[src/rtl/noc_ep_pkg.sv]
// Shared types and flit field helpers for the PE-side NoC endpoint.
package noc_ep_pkg;

    localparam int MAX_W = 64;

    typedef enum logic {
        IDLE = 1'b0,
        SEND = 1'b1
    } tx_state_e;

    function automatic int FLIT_W(input int a_w, input int d_w);
        return a_w + d_w;
    endfunction

    // Helpers work on a zero-extended flit; callers cast the result to field width.
    function automatic logic [MAX_W-1:0] addr_of(input logic [MAX_W-1:0] flit, input int d_w);
        return flit >> d_w;
    endfunction

    function automatic logic [MAX_W-1:0] data_of(input logic [MAX_W-1:0] flit, input int d_w);
        return flit & ~({MAX_W{1'b1}} << d_w);
    endfunction

endpackage

[src/rtl/noc_ep_fifo.sv]
// Synchronous first-word-fall-through FIFO; full/empty decoded from wrap-bit pointers.
// Write at full is ignored; a read at full frees its slot only from the next cycle.
module noc_ep_fifo #(
    parameter int W     = 8,
    parameter int DEPTH = 4
) (
    input  logic         clk,
    input  logic         rst,
    input  logic         wr_en,
    input  logic [W-1:0] wr_dat,
    input  logic         rd_en,
    output logic [W-1:0] rd_dat,
    output logic         full,
    output logic         empty
);
    localparam int PW = $clog2(DEPTH) + 1;

    logic [PW-1:0] wr_ptr_q, wr_ptr_d;
    logic [PW-1:0] rd_ptr_q, rd_ptr_d;
    logic [W-1:0]  mem_q [DEPTH];

    always_comb begin
        empty    = (wr_ptr_q == rd_ptr_q);
        full     = (wr_ptr_q[PW-1] != rd_ptr_q[PW-1]) &&
                   (wr_ptr_q[PW-2:0] == rd_ptr_q[PW-2:0]);
        wr_ptr_d = wr_ptr_q;
        rd_ptr_d = rd_ptr_q;
        if (wr_en && !full) wr_ptr_d = wr_ptr_q + PW'(1);
        if (rd_en && !empty) rd_ptr_d = rd_ptr_q + PW'(1);
        rd_dat   = mem_q[rd_ptr_q[PW-2:0]];
    end

    always_ff @(posedge clk or posedge rst) begin
        if (rst) begin
            wr_ptr_q <= '0;
            rd_ptr_q <= '0;
            for (int i = 0; i < DEPTH; i++) mem_q[i] <= '0;
        end else begin
            wr_ptr_q <= wr_ptr_d;
            rd_ptr_q <= rd_ptr_d;
            if (wr_en && !full) mem_q[wr_ptr_q[PW-2:0]] <= wr_dat;
        end
    end

endmodule

[src/rtl/noc_pe_endpoint.sv]
// PE-side NoC endpoint: TX packetizer into a single output register, RX FIFO with address check.
// TX flit appears one cycle after payload acceptance; RX word visible one cycle after write.
module noc_pe_endpoint
    import noc_ep_pkg::*;
#(
    parameter int N        = 4,
    parameter int D_W      = 32,
    parameter int A_W      = $clog2(N) + 1,
    parameter int SELF     = 0,
    parameter int LEN_W    = 8,
    parameter int RX_DEPTH = 4,
    parameter int CNT_W    = 16
) (
    input  logic                 clk,
    input  logic                 rst,
    input  logic                 req_valid,
    output logic                 req_ready,
    input  logic [A_W-1:0]       req_dest,
    input  logic [LEN_W-1:0]     req_len,
    input  logic [D_W-1:0]       tx_data,
    input  logic                 tx_valid,
    output logic                 tx_ready,
    output logic [A_W+D_W-1:0]   peo_data,
    output logic                 peo_v,
    output logic                 peo_l,
    input  logic                 peo_r,
    input  logic [A_W+D_W-1:0]   pei_data,
    input  logic                 pei_v,
    input  logic                 pei_l,
    output logic                 pei_r,
    output logic [D_W-1:0]       rx_data,
    output logic [A_W-1:0]       rx_addr,
    output logic                 rx_last,
    output logic                 rx_valid,
    input  logic                 rx_ready,
    output logic [CNT_W-1:0]     tx_pkt_cnt,
    output logic [CNT_W-1:0]     rx_pkt_cnt,
    output logic                 rx_misroute
);
    localparam int FW = FLIT_W(A_W, D_W);
    localparam int SELF_MOD = SELF % N;
    localparam logic [A_W-2:0] SELF_LO = (A_W-1)'(SELF_MOD);

    tx_state_e        state_q, state_d;
    logic [A_W-1:0]   dest_q, dest_d;
    logic [LEN_W-1:0] rem_q, rem_d;
    logic [FW-1:0]    peo_data_q, peo_data_d;
    logic             peo_v_q, peo_v_d;
    logic             peo_l_q, peo_l_d;
    logic [CNT_W-1:0] tx_cnt_q, tx_cnt_d;
    logic [CNT_W-1:0] rx_cnt_q, rx_cnt_d;
    logic             mis_q, mis_d;

    logic             fifo_full, fifo_empty, wr_en, rd_en;
    logic [FW:0]      rd_dat;
    logic [A_W-1:0]   pei_addr;

    always_comb begin
        state_d    = state_q;
        dest_d     = dest_q;
        rem_d      = rem_q;
        peo_data_d = peo_data_q;
        peo_v_d    = peo_v_q;
        peo_l_d    = peo_l_q;
        tx_cnt_d   = tx_cnt_q;
        req_ready  = 1'b0;
        tx_ready   = 1'b0;

        // Output register drains on its own; a load on the same edge overrides below.
        if (peo_v_q && peo_r) begin
            peo_v_d = 1'b0;
            if (peo_l_q) tx_cnt_d = tx_cnt_q + CNT_W'(1);
        end

        case (state_q)
            IDLE: begin
                req_ready = !rst;
                if (req_valid && !rst && (req_len != '0)) begin
                    dest_d  = req_dest;
                    rem_d   = req_len;
                    state_d = SEND;
                end
            end
            SEND: begin
                tx_ready = !peo_v_q || peo_r;
                if (tx_valid && tx_ready) begin
                    peo_data_d = {dest_q, tx_data};
                    peo_v_d    = 1'b1;
                    peo_l_d    = (rem_q == LEN_W'(1));
                    rem_d      = rem_q - LEN_W'(1);
                    if (rem_q == LEN_W'(1)) state_d = IDLE;
                end
            end
            default: state_d = IDLE;
        endcase
    end

    always_comb begin
        pei_r    = !fifo_full && !rst;
        wr_en    = pei_v && pei_r;
        rd_en    = rx_valid && rx_ready;
        pei_addr = A_W'(addr_of(MAX_W'(pei_data), D_W));
        rx_cnt_d = rx_cnt_q;
        mis_d    = mis_q;
        if (wr_en && pei_l) rx_cnt_d = rx_cnt_q + CNT_W'(1);
        if (wr_en && (pei_addr[A_W-2:0] != SELF_LO)) mis_d = 1'b1;
    end

    always_ff @(posedge clk or posedge rst) begin
        if (rst) begin
            state_q    <= IDLE;
            dest_q     <= '0;
            rem_q      <= '0;
            peo_data_q <= '0;
            peo_v_q    <= 1'b0;
            peo_l_q    <= 1'b0;
            tx_cnt_q   <= '0;
            rx_cnt_q   <= '0;
            mis_q      <= 1'b0;
        end else begin
            state_q    <= state_d;
            dest_q     <= dest_d;
            rem_q      <= rem_d;
            peo_data_q <= peo_data_d;
            peo_v_q    <= peo_v_d;
            peo_l_q    <= peo_l_d;
            tx_cnt_q   <= tx_cnt_d;
            rx_cnt_q   <= rx_cnt_d;
            mis_q      <= mis_d;
        end
    end

    noc_ep_fifo #(
        .W     (FW + 1),
        .DEPTH (RX_DEPTH)
    ) u_rx_fifo (
        .clk    (clk),
        .rst    (rst),
        .wr_en  (wr_en),
        .wr_dat ({pei_l, pei_data}),
        .rd_en  (rd_en),
        .rd_dat (rd_dat),
        .full   (fifo_full),
        .empty  (fifo_empty)
    );

    assign peo_data    = peo_data_q;
    assign peo_v       = peo_v_q;
    assign peo_l       = peo_l_q;
    assign tx_pkt_cnt  = tx_cnt_q;
    assign rx_pkt_cnt  = rx_cnt_q;
    assign rx_misroute = mis_q;
    assign rx_valid    = !fifo_empty;
    assign rx_last     = rd_dat[FW];
    assign rx_addr     = A_W'(addr_of(MAX_W'(rd_dat[FW-1:0]), D_W));
    assign rx_data     = D_W'(data_of(MAX_W'(rd_dat[FW-1:0]), D_W));

endmodule
[config.mk]
export PLATFORM = sky130hd
export DESIGN_NAME = noc_pe_endpoint
export DESIGN_NICKNAME = d
export VERILOG_FILES = /design/src/rtl/noc_ep_pkg.sv /design/src/rtl/noc_ep_fifo.sv /design/src/rtl/noc_pe_endpoint.sv
export SDC_FILE = /design/constraint.sdc
export NUM_CORES = 1
export LEC_CHECK = 0
export BUFFER_PORTS_ARGS = -buffer_cell sky130_fd_sc_hd__buf_4
export CORE_MARGIN = 2
export CORE_UTILIZATION = 42
export DETAILED_ROUTE_END_ITERATION = 10
export PLACE_DENSITY = 0.74
export SLEW_MARGIN = 20
export SYNTH_ARGS = -nofsm -noshare
export SYNTH_HDL_FRONTEND = slang
export SYNTH_SLANG_ARGS = --single-unit
[constraint.sdc]
create_clock -name clk -period 7.3 [get_ports clk]
set_clock_uncertainty 0.05 [all_clocks]
set_input_delay 1.095 -clock clk [delete_from_list [all_inputs] [get_ports clk]]
set_output_delay 1.095 -clock clk [all_outputs]
set_load 0.02 [all_outputs]
==> results.cfg, run 1 <==
[critical_path]
critical-path-max-stage-delay_ns = 0.56
worst_setup_path_end_kind = output pin
kind_of_critical_path = reg -> out
crit_path_cell_trace = buf_4 > xor2_1 > or3b_2 > buf_4
path_common_cell = buf_4
critical_path.startpoint_type = register
crit_path_slowest_cell = dfrtp_2
critical_path.reg2reg.startpoint = u_rx_fifo.rd_ptr_q[0]
crit_arrival_ns = 2.61
path_max_fanout = 28
cp_top_family = buffers and inverters
worst_reg_to_reg_cells = 5
timing.critical_path.depth = 4
worstSetupStartpoint = u_rx_fifo.rd_ptr_q[0]
worstPathRequired_ns = 6.15
worstPathBufferInverterCount = 2

[clock_tree]
clockBufferDepth = 3
clock_slew_at_the_register_clock_pins_of_the_worst_setup_and_hold_paths_ns = 0.06
post_cts_resized = 0
cts.htree.levels = 1
postCtsHoldBufs = 0
cts_sinks = 232
cts.root.buffer_cell = clkbuf_16
post-cts-setup-buffer-count = 0
tritoncts = built
clock_insertion_delay_worst_skew_ns = 0.52
numCtsBuffers = 26

[run_status]
status = completed

[power]
combPwrFrac_pct = 38.7
share_seq_of_total_power_pct = 37.9
power.clock.fraction_pct = 23.5
power-per-cell-area_nw_per_um2 = 462
worst_ir_drop_vdd_uv = 244
total_switching_power_uw = 2020
internal-power_uw = 3890
swShare_pct = 34.1
power.static_leakage_uw = 0.00607

[yosys]
asyncSetResetFlopFracSynth_pct = 100
synth_largest_area_cell = dfrtp_1
ys.flop_type = dfrtp_1
cells_taking_the_most_area_after_synthesis = dfrtp_1 57%, mux2_1 13%, mux4_2 8.0%, nand2_1 4.6%, mux2_2 3.4%
avgSynthCellArea_sq_um = 13.9
synthesis.nets = 828
synth-edff-count = 0
top_cells_by_count_synth = 232 x dfrtp_1, 125 x nand2_1, 119 x mux2_1
netlist_area_sq_um = 10200
synth.yosys.seq_area_share_pct = 57.2
postSynthCellCount = 733
synth.distinct_cells = 45
synth.ff_latch_count = 232
post-synth-top-count-cell = dfrtp_1
ys_warn_count = 0
synth_top_area_share_pct = 57.2

[floorplanning]
fp.dieArea_sq_um = 25400
initial_core_util_pct = 43.0
rows = 56
width_of_the_die_um = 159
die_h_um = 159
core-area_sq_um = 23600
floorplan.io_pins = 196

[grt]
grt_start_max_net_pins = 139
grt_antenna_before_repair = 0
global_route.overflow_total = 0
grt_util_all_layers_pct = 17.4
via_count_of_the_first_global_routing_pass = 6999
wire_length_of_the_first_global_routing_pass_um = 36300

[timing]
maxClockFrequency_mhz = 267
timing.final.crit_share_pct = 51.4
timing.final.crit_period_ns = 3.75
report.final.hold_viol_count = 0
setup_total_negative_slack_ns = 0
rsz0062_at_grt = no
setup_violations = 0
timing.slew.headroom_pct = 39.9
max_slew.worst_pin.slew_ns = 0.902
final_max_slew_viol_count = 0
hold_ws_ns = 0.425

[placement]
place_congestion = 0.756
dpl.hpwl_um = 14300
place.port_buffers = 195

[hold_path]
worst_hold_path.num_cells = 2
timing.hold.worst.class = reg -> reg
worstHoldStart = peo_data[1]

[detailed_routing]
post_drt_antenna_nets = 0
routedWlPerCell_um = 16.9
detailroute.via_count = 6440
drt_drc_violations_left = 0
avgViaCountPerCell = 5.07
detail_route.first_pass.iterations = 4
detail_route.iter0.violations = 281
finalWirelength_um = 21500

[final_layout]
syn2layout_area_growth_pct = 26.1
drive_gt1_share_pct = 34.6
n_fill_cell = 1967
layout.nets = 1026
num_antenna_cells = 0

[flow_run]
maxCapViolations = 0
-- worst min-delay path, cell delays in order (launching register included) --
cell,delay [ns]
dfrtp_1,0.34
nand2_1,0.05
nand2_1,0.05
-- final cells by class --
cell class / instances / area, sq um / area share [%]
Clock buffer: 35 / 756 / 5.90
Timing Repair Buffer: 200 / 1510 / 11.8
Tap cell: 319 / 399 / 3.12
Clock inverter: 13 / 179 / 1.40
Sequential cell: 232 / 5810 / 45.4
Multi-Input combinational cell: 460 / 4100 / 32.0
Inverter: 11 / 45.0 / 0.352
-- flip-flops by register name, indices dropped and copies added, names as in the netlist --
name                cells
peo_data               35
rx_pkt_cnt             16
rem_q                   8
u_rx_fifo.wr_ptr_q      3
peo_v                   1
tx_pkt_cnt             16
u_rx_fifo.mem_q       144
peo_l                   1
state_q                 1
u_rx_fifo.rd_ptr_q      3
rx_misroute             1
dest_q                  3
-- worst paths after layout --
path	to	slack, ns
max reg2reg	u_rx_fifo.mem_q[87]	4.07
max	rx_valid	3.55
min	peo_data[1]	0.43
min in group asynchronous	u_rx_fifo.mem_q[45]	0.61
min reg2reg	peo_data[1]	0.43
max in group asynchronous	u_rx_fifo.rd_ptr_q[1]	5.25
-- per-stage QoR --
| stage | power [uW] | worst slack, ns | area [sq um] | util (%) | cells |
|---|---|---|---|---|---|
| final | 5910 | 3.55 | 12800 | 54.2 | 1270 |
| after global routing | 6280 | 3.36 | 12800 | 54.2 | 1270 |
| after CTS | 6000 | 3.44 | 12800 | 54.2 | 1270 |
| after detailed placement | 4580 | 4.01 | 11900 | 50.2 | 1222 |
| after global placement | 4500 | 4.09 | 11900 | 50.2 | 1222 |
| after floorplan | 3720 | 3.12 | 10200 | - | 733 |
-- cell families after synthesis --
| logic type | after synthesis | synth area share [%] |
|---|---|---|
| flops | 232 | 57.2 |
| fa+ha+maj | 9 | 1.11 |
| mux | 191 | 25.1 |
| compound gates | 22 | 1.76 |
| buf+inv | 41 | 2.55 |
| simple gates | 201 | 9.08 |
| xor+xnor | 37 | 3.19 |
-- cells in the final DEF (no fill, tap or decap), types with 2 or more instances in the layout --
cell / netlist / final
a21oi_1: 2 / 2
a221oi_1: 2 / 2
and2_1: 3 / 3
and3_1: 2 / 2
and4_1: 3 / 3
buf_4: 1 / 199
bufinv_16: 0 / 4
clkbuf_1: 5 / 3
clkbuf_16: 0 / 27
clkbuf_8: 0 / 5
clkinv_2: 0 / 4
clkinvlp_4: 0 / 5
dfrtp_1: 232 / 230
ha_1: 9 / 9
inv_1: 11 / 10
mux2_1: 119 / 119
mux2_2: 31 / 31
mux2i_1: 5 / 5
mux4_2: 36 / 36
nand2_1: 125 / 125
nand2_4: 4 / 4
nand3_1: 12 / 12
nand4_1: 7 / 7
nor2_1: 12 / 11
nor2b_1: 3 / 3
nor3_1: 15 / 15
nor4_1: 4 / 4
o21ai_0: 4 / 4
o221a_2: 4 / 4
o31ai_1: 2 / 2
or3b_2: 2 / 2
or4_1: 4 / 4
xnor2_1: 18 / 18
xor2_1: 19 / 19
-- routing by layer --
layer	part of all wire (%)	global-route usage, %	vias to the layer above
li1	-	-	2990
met1	43	22.5	3232
met2	47	28.7	187
met3	7.5	5.42	31
met4	2.2	4.46	0
met5	0	0	-
-- power by group through the flow --
stage                     Combinational [uW]  Sequential (uW)  Clock, uW
after floorplan                         1480             2240          0
after global placement                  2280             2220          0
after CTS                               2330             2240       1430
after detailed placement                2330             2250          0
after global routing                    2470             2320       1480
final                                   2290             2240       1390
Note: power is estimated with default switching activity, not from simulation.
==> inputs of run 2 (changes only) <==
- ABC_AREA: default -> 1
- PLACE_DENSITY: 0.74 -> 0.73
- clock period: 7.3 -> 3.1 ns (I/O delays scaled with it)
==> results.cfg, run 2 <==
[detailed_routing]
detailroute.via_count = 9138
routedWlPerCell_um = 15.5
avgViaCountPerCell = 5.03
drt_drc_violations_left = 0
post_drt_antenna_nets = 0
finalWirelength_um = 28200
detail_route.first_pass.iterations = 5
detail_route.iter0.violations = 657

[grt]
via_count_of_the_first_global_routing_pass = 9033
grt_antenna_before_repair = 0
wire_length_of_the_first_global_routing_pass_um = 45800
grt_util_all_layers_pct = 21.0
grt_start_max_net_pins = 122
global_route.overflow_total = 0

[power]
total_switching_power_uw = 5540
power.static_leakage_uw = 0.00700
share_seq_of_total_power_pct = 35.7
combPwrFrac_pct = 41.7
power-per-cell-area_nw_per_um2 = 1050
swShare_pct = 39.6
worst_ir_drop_vdd_uv = 638
internal-power_uw = 8450
power.clock.fraction_pct = 22.6

[yosys]
postSynthCellCount = 1280
synthXorXnorAreaFrac_pct = 2.04
fraction_of_the_mapped_netlist_area_in_adder_cells_pct = 1.05
asyncSetResetFlopFracSynth_pct = 100
post-synth-top-count-cell = nand2_1
synth.yosys.seq_area_share_pct = 54.0
ys.flop_type = dfrtp_1
synth_compound_gate_area_share_pct = 6.79
avgSynthCellArea_sq_um = 8.39
combinational_family_with_the_most_area_after_synthesis = simple AND/OR/NAND/NOR gates
synth_top_area_share_pct = 54.0
synth.distinct_cells = 30
ys_warn_count = 0
synth.area.mux_share_pct = 3.67
cells_taking_the_most_area_after_synthesis = dfrtp_1 54%, nand2_1 20%, o21ai_0 4.3%, nor2_1 3.8%, o22ai_1 2.1%
synth-simple-area-share_pct = 27.8
synth-edff-count = 0
synthesis.nets = 1375
netlist_area_sq_um = 10700
synth_largest_area_cell = dfrtp_1
top_cells_by_count_synth = 582 x nand2_1, 232 x dfrtp_1, 110 x nor2_1
synth.ff_latch_count = 232

[clock_tree]
cts_sinks = 232
clockBufferDepth = 3
clock_slew_at_the_register_clock_pins_of_the_worst_setup_and_hold_paths_ns = 0.06
numCtsBuffers = 27
tritoncts = built
cts.htree.levels = 1
cts.root.buffer_cell = clkbuf_16
clock_insertion_delay_worst_skew_ns = 0.54

[final_layout]
mostFrequentLayoutCell = nand2_1
finalNonFillerCells = 1816
largest_register_ffs = 144
regArea_sq_um = 5810
utilization_pct = 53.1
registers.top_by_ff_count = u_rx_fifo.mem_q
n_fill_cell = 2369
layout.nets = 1560
most_frequent_cells_in_the_layout = 582 x nand2_1, 231 x dfrtp_1, 207 x buf_4, 110 x nor2_1, 92 x o21ai_0
syn2layout_area_growth_pct = 24.5
final_area_sq_um = 13400
multi_input_area_sq_um = 4440
drive_gt1_share_pct = 19.4
num_antenna_cells = 0

[hold_path]
hold-path-endpoint = peo_data[9]
worstHoldStart = tx_data[9]
worst_hold_path.num_cells = 2
timing.hold.worst.class = in -> reg

[timing]
maxClockFrequency_mhz = 351
rsz0062_at_grt = no
timing.final.crit_period_ns = 2.85
setup_violations = 0
setup_total_negative_slack_ns = 0
max_slew.worst_pin.slew_ns = 0.755
timing.final.crit_share_pct = 91.8
report.final.hold_viol_count = 0
final_max_slew_viol_count = 0
timing.slew.headroom_pct = 49.7

[critical_path]
kind_of_critical_path = reg -> out
crit_arrival_ns = 2.33
r2r-end = u_rx_fifo.mem_q[13]
worst_reg_to_reg_cells = 8
path_max_fanout = 39
worstPathRequired_ns = 2.58
r2r_slack_ns = 0.55
critical_path.reg2reg.startpoint = u_rx_fifo.rd_ptr_q[0]
worst_setup_path_end_kind = output pin
critical_path.startpoint_type = register

[placement]
placement.cell_area_sq_um = 12500
placed_cells_incl_taps = 1765
place_congestion = 0.827
dpl.hpwl_um = 18100
place.port_buffers = 195

[floorplanning]
fp.dieArea_sq_um = 26900
rows = 58
core-area_sq_um = 25200
width_of_the_die_um = 164
die_h_um = 164
initial_core_util_pct = 42.7
floorplan.io_pins = 196

[flow_run]
maxCapViolations = 0

[run_status]
status = completed
==> run 2: worst max-delay path, cell delays in order, from the launching register on <==
cell	delay, ns
dfrtp_2	0.42
clkinv_2	0.38
buf_4	0.45
o21ai_0	0.14
o22ai_1	0.21
buf_4	0.19
==> run 2: metrics by stage <==
stage	hold slack [ns]	total power [uW]	worst slack (ns)
CTS	0.0715	14100	0.126
floorplan	0.392	8680	0.323
finish	0.0917	14000	0.253
global placement	0.406	10700	0.769
detailed placement	0.409	10900	0.713
global route	0.0693	15000	0.122
==> run 2: worst max path at each step <==
stage                     startpoint                 end  slack (ns)  depth (start not counted)
6_report       u_rx_fifo.rd_ptr_q[0]          rx_data[1]        0.25                          5
5_1_grt        u_rx_fifo.rd_ptr_q[0]          rx_data[1]        0.12                          5
4_1_cts        u_rx_fifo.rd_ptr_q[0]          rx_data[1]        0.13                          5
3_5_place_dp   u_rx_fifo.rd_ptr_q[0]          rx_data[1]        0.71                          5
3_3_place_gp   u_rx_fifo.rd_ptr_q[0]         rx_data[30]        0.77                          5
2_1_floorplan                    rst  u_rx_fifo.mem_q[0]        0.32                          6
==> run 2: logic make-up (layout without fill, tap and decap cells) <==
kind of cell | after synthesis | after routing
fa+ha+maj | 9 | 9
xor+xnor | 25 | 25
flops | 232 | 232
simple gates | 743 | 743
compound gates | 134 | 134
buf+inv | 102 | 308
mux | 35 | 35
==> run 2: cell type report <==
class,count,share of cell area [%]
inverters,46,1.36
repair buffers,212,12.3
flip-flops and latches,232,43.4
clock buffers,42,6.14
clock inverters,8,0.514
well taps,330,3.09
multi-input cells,946,33.2
==> run 2: power by group through the flow <==
| stage | logic, uW | registers [uW] | clock network, uW |
|---|---|---|---|
| 2_1_floorplan | 3560 | 5120 | 0 |
| 3_3_place_gp | 5750 | 4970 | 0 |
| 3_5_place_dp | 5870 | 5010 | 0 |
| 4_1_cts | 5900 | 4980 | 3210 |
| 5_1_grt | 6480 | 5140 | 3340 |
| 6_report | 5840 | 4990 | 3160 |
==> run 2: layer usage <==
layer | part of all wire (%) | track usage, %
met1 | 43 | 27.8
met2 | 48 | 35.0
met3 | 5.7 | 3.99
met4 | 2.8 | 6.54
met5 | 0 | 0
==> run 2: repair_timing <==
item	CTS	global route
buffers inserted	0	0
resized for setup	0	1
endpoints found under the hold margin	32	0
endpoints found under the setup margin	0	1
hold buffers	1	0
==> inputs of run 3 (changes only) <==
- ABC_AREA: 1 -> default
- PLACE_DENSITY: 0.73 -> 0.74
==> results.cfg, run 3 (synthesis gave the netlist of run 1 again) <==
[critical_path]
worst_reg_to_reg_cells = 4
critical_path.reg2reg.startpoint = u_rx_fifo.wr_ptr_q[0]
path_max_fanout = 38
path_common_cell = buf_4
kind_of_critical_path = reg -> out
worstPathRequired_ns = 2.58
crit_path_cell_trace = buf_4 > mux4_2 > buf_4
crit_arrival_ns = 2.28
crit_path_slowest_cell = mux4_2
worstSetupStartpoint = u_rx_fifo.rd_ptr_q[0]
critical-path-max-stage-delay_ns = 0.63
critical_path.startpoint_type = register
worst_setup_path_end_kind = output pin

[timing]
setup_total_negative_slack_ns = 0
timing.slew.headroom_pct = 31.0
maxClockFrequency_mhz = 358
final_max_slew_viol_count = 0
timing.final.crit_share_pct = 90.1
rsz0062_at_grt = no
timing.final.crit_period_ns = 2.79
setup_violations = 0
max_slew.worst_pin.slew_ns = 1.03
report.final.hold_viol_count = 0
hold_ws_ns = 0.0992

[floorplanning]
floorplan.io_pins = 196
width_of_the_die_um = 159
die_h_um = 159
initial_core_util_pct = 43.0
core-area_sq_um = 23600
fp.dieArea_sq_um = 25400
rows = 56

[placement]
place_congestion = 0.758
dpl.hpwl_um = 14700
placement.cell_area_sq_um = 11900
place.port_buffers = 195

[detailed_routing]
met2_length_um = 10500
routedWlPerCell_um = 17.1
post_drt_antenna_nets = 0
drt_drc_violations_left = 0
finalWirelength_um = 21700
avgViaCountPerCell = 5.11
detail_route.first_pass.iterations = 4
maxUsedRoutingLayer = met4
detail_route.iter0.violations = 199
detailroute.via_count = 6495
wl_met3_um = 1540
wirelength_met1_um = 9340

[final_layout]
syn2layout_area_growth_pct = 24.7
utilization_pct = 53.6
most_frequent_cells_in_the_layout = 230 x dfrtp_1, 206 x buf_4, 125 x nand2_1, 119 x mux2_1, 36 x mux4_2
layout.nets = 1033
final_area_sq_um = 12700
n_fill_cell = 2024
registers.top_by_ff_count = u_rx_fifo.mem_q
drive_gt1_share_pct = 33.9
largest_register_ffs = 144
mostFrequentLayoutCell = dfrtp_1
num_antenna_cells = 0

[clock_tree]
post_cts_resized = 0
postCtsHoldBufs = 0
cts_sinks = 232
cts.root.buffer_cell = clkbuf_16
clockBufferDepth = 3
clock_slew_at_the_register_clock_pins_of_the_worst_setup_and_hold_paths_ns = 0.06
post-cts-setup-buffer-count = 0
tritoncts = built
clock_insertion_delay_worst_skew_ns = 0.50
numCtsBuffers = 25
cts.htree.levels = 1

[grt]
grt_antenna_before_repair = 0
wire_length_of_the_first_global_routing_pass_um = 36200
global_route.overflow_total = 0
via_count_of_the_first_global_routing_pass = 6868
grt_start_max_net_pins = 53
grt_util_all_layers_pct = 17.3

[power]
swShare_pct = 34.7
total_power_uw = 13300
power-per-cell-area_nw_per_um2 = 1050
power.clock.fraction_pct = 20.0
worst_ir_drop_vdd_uv = 483
power.static_leakage_uw = 0.00601
share_seq_of_total_power_pct = 38.4
internal-power_uw = 8710
total_switching_power_uw = 4630
combPwrFrac_pct = 41.6

[hold_path]
timing.hold.worst.class = in -> async

[flow_run]
maxCapViolations = 0

[run_status]
status = completed
## run 3: cell count changes in the layout (fill, tap and decap cells not counted), sizes merged, moves of 88 or more
cell,previous run,this run
mux2,35,150
nor2,115,12
o21ai,92,4
nand2,582,129
## run 3: cell type report
class | instances | area (sq um) | share of cell area [%]
well taps | 319 | 399 | 3.15
inverters | 11 | 45.0 | 0.356
repair buffers | 208 | 1590 | 12.5
clock buffers | 39 | 718 | 5.67
clock inverters | 1 | 5.00 | 0.0395
multi-input cells | 460 | 4100 | 32.4
flip-flops and latches | 232 | 5810 | 45.9
## run 3: power by group through the flow
stage	combinational, uW	sequential, uW	clock, uW
finish	5550	5120	2670
global route	6010	5300	2890
CTS	5650	5120	2760
detailed placement	5650	5160	0
global placement	5520	5110	0
floorplan	3490	5280	0
## run 3: routing by layer
layer | vias up | track usage, %
li1 | 3005 | -
met1 | 3276 | 23.2
met2 | 193 | 28.5
met3 | 21 | 4.66
met4 | 0 | 3.68
met5 | - | 0
## run 3: worst paths after layout
check | to | slack (ns)
min | rx_pkt_cnt[5] | 0.1
max reg2reg | u_rx_fifo.mem_q[16] | 0.61
max | rx_addr[2] | 0.31
max in group asynchronous | peo_data[2] | 2.13
min in group clk | peo_data[1] | 0.10
min reg2reg | peo_data[32] | 0.42
## run 3: metrics by stage
step	worst slack, ns	std cells
4_1_cts	0.249	1270
3_3_place_gp	0.578	1230
6_report	0.308	1270
2_1_floorplan	-0.451	733
5_1_grt	0.186	1270
3_5_place_dp	0.544	1230
## run 3: worst max-delay path: cells and delay by family, from the launching register on
kind | cells | cell delay, ns
buf+inv | 2 | 0.76
flops | 1 | 0.36
mux | 1 | 0.63
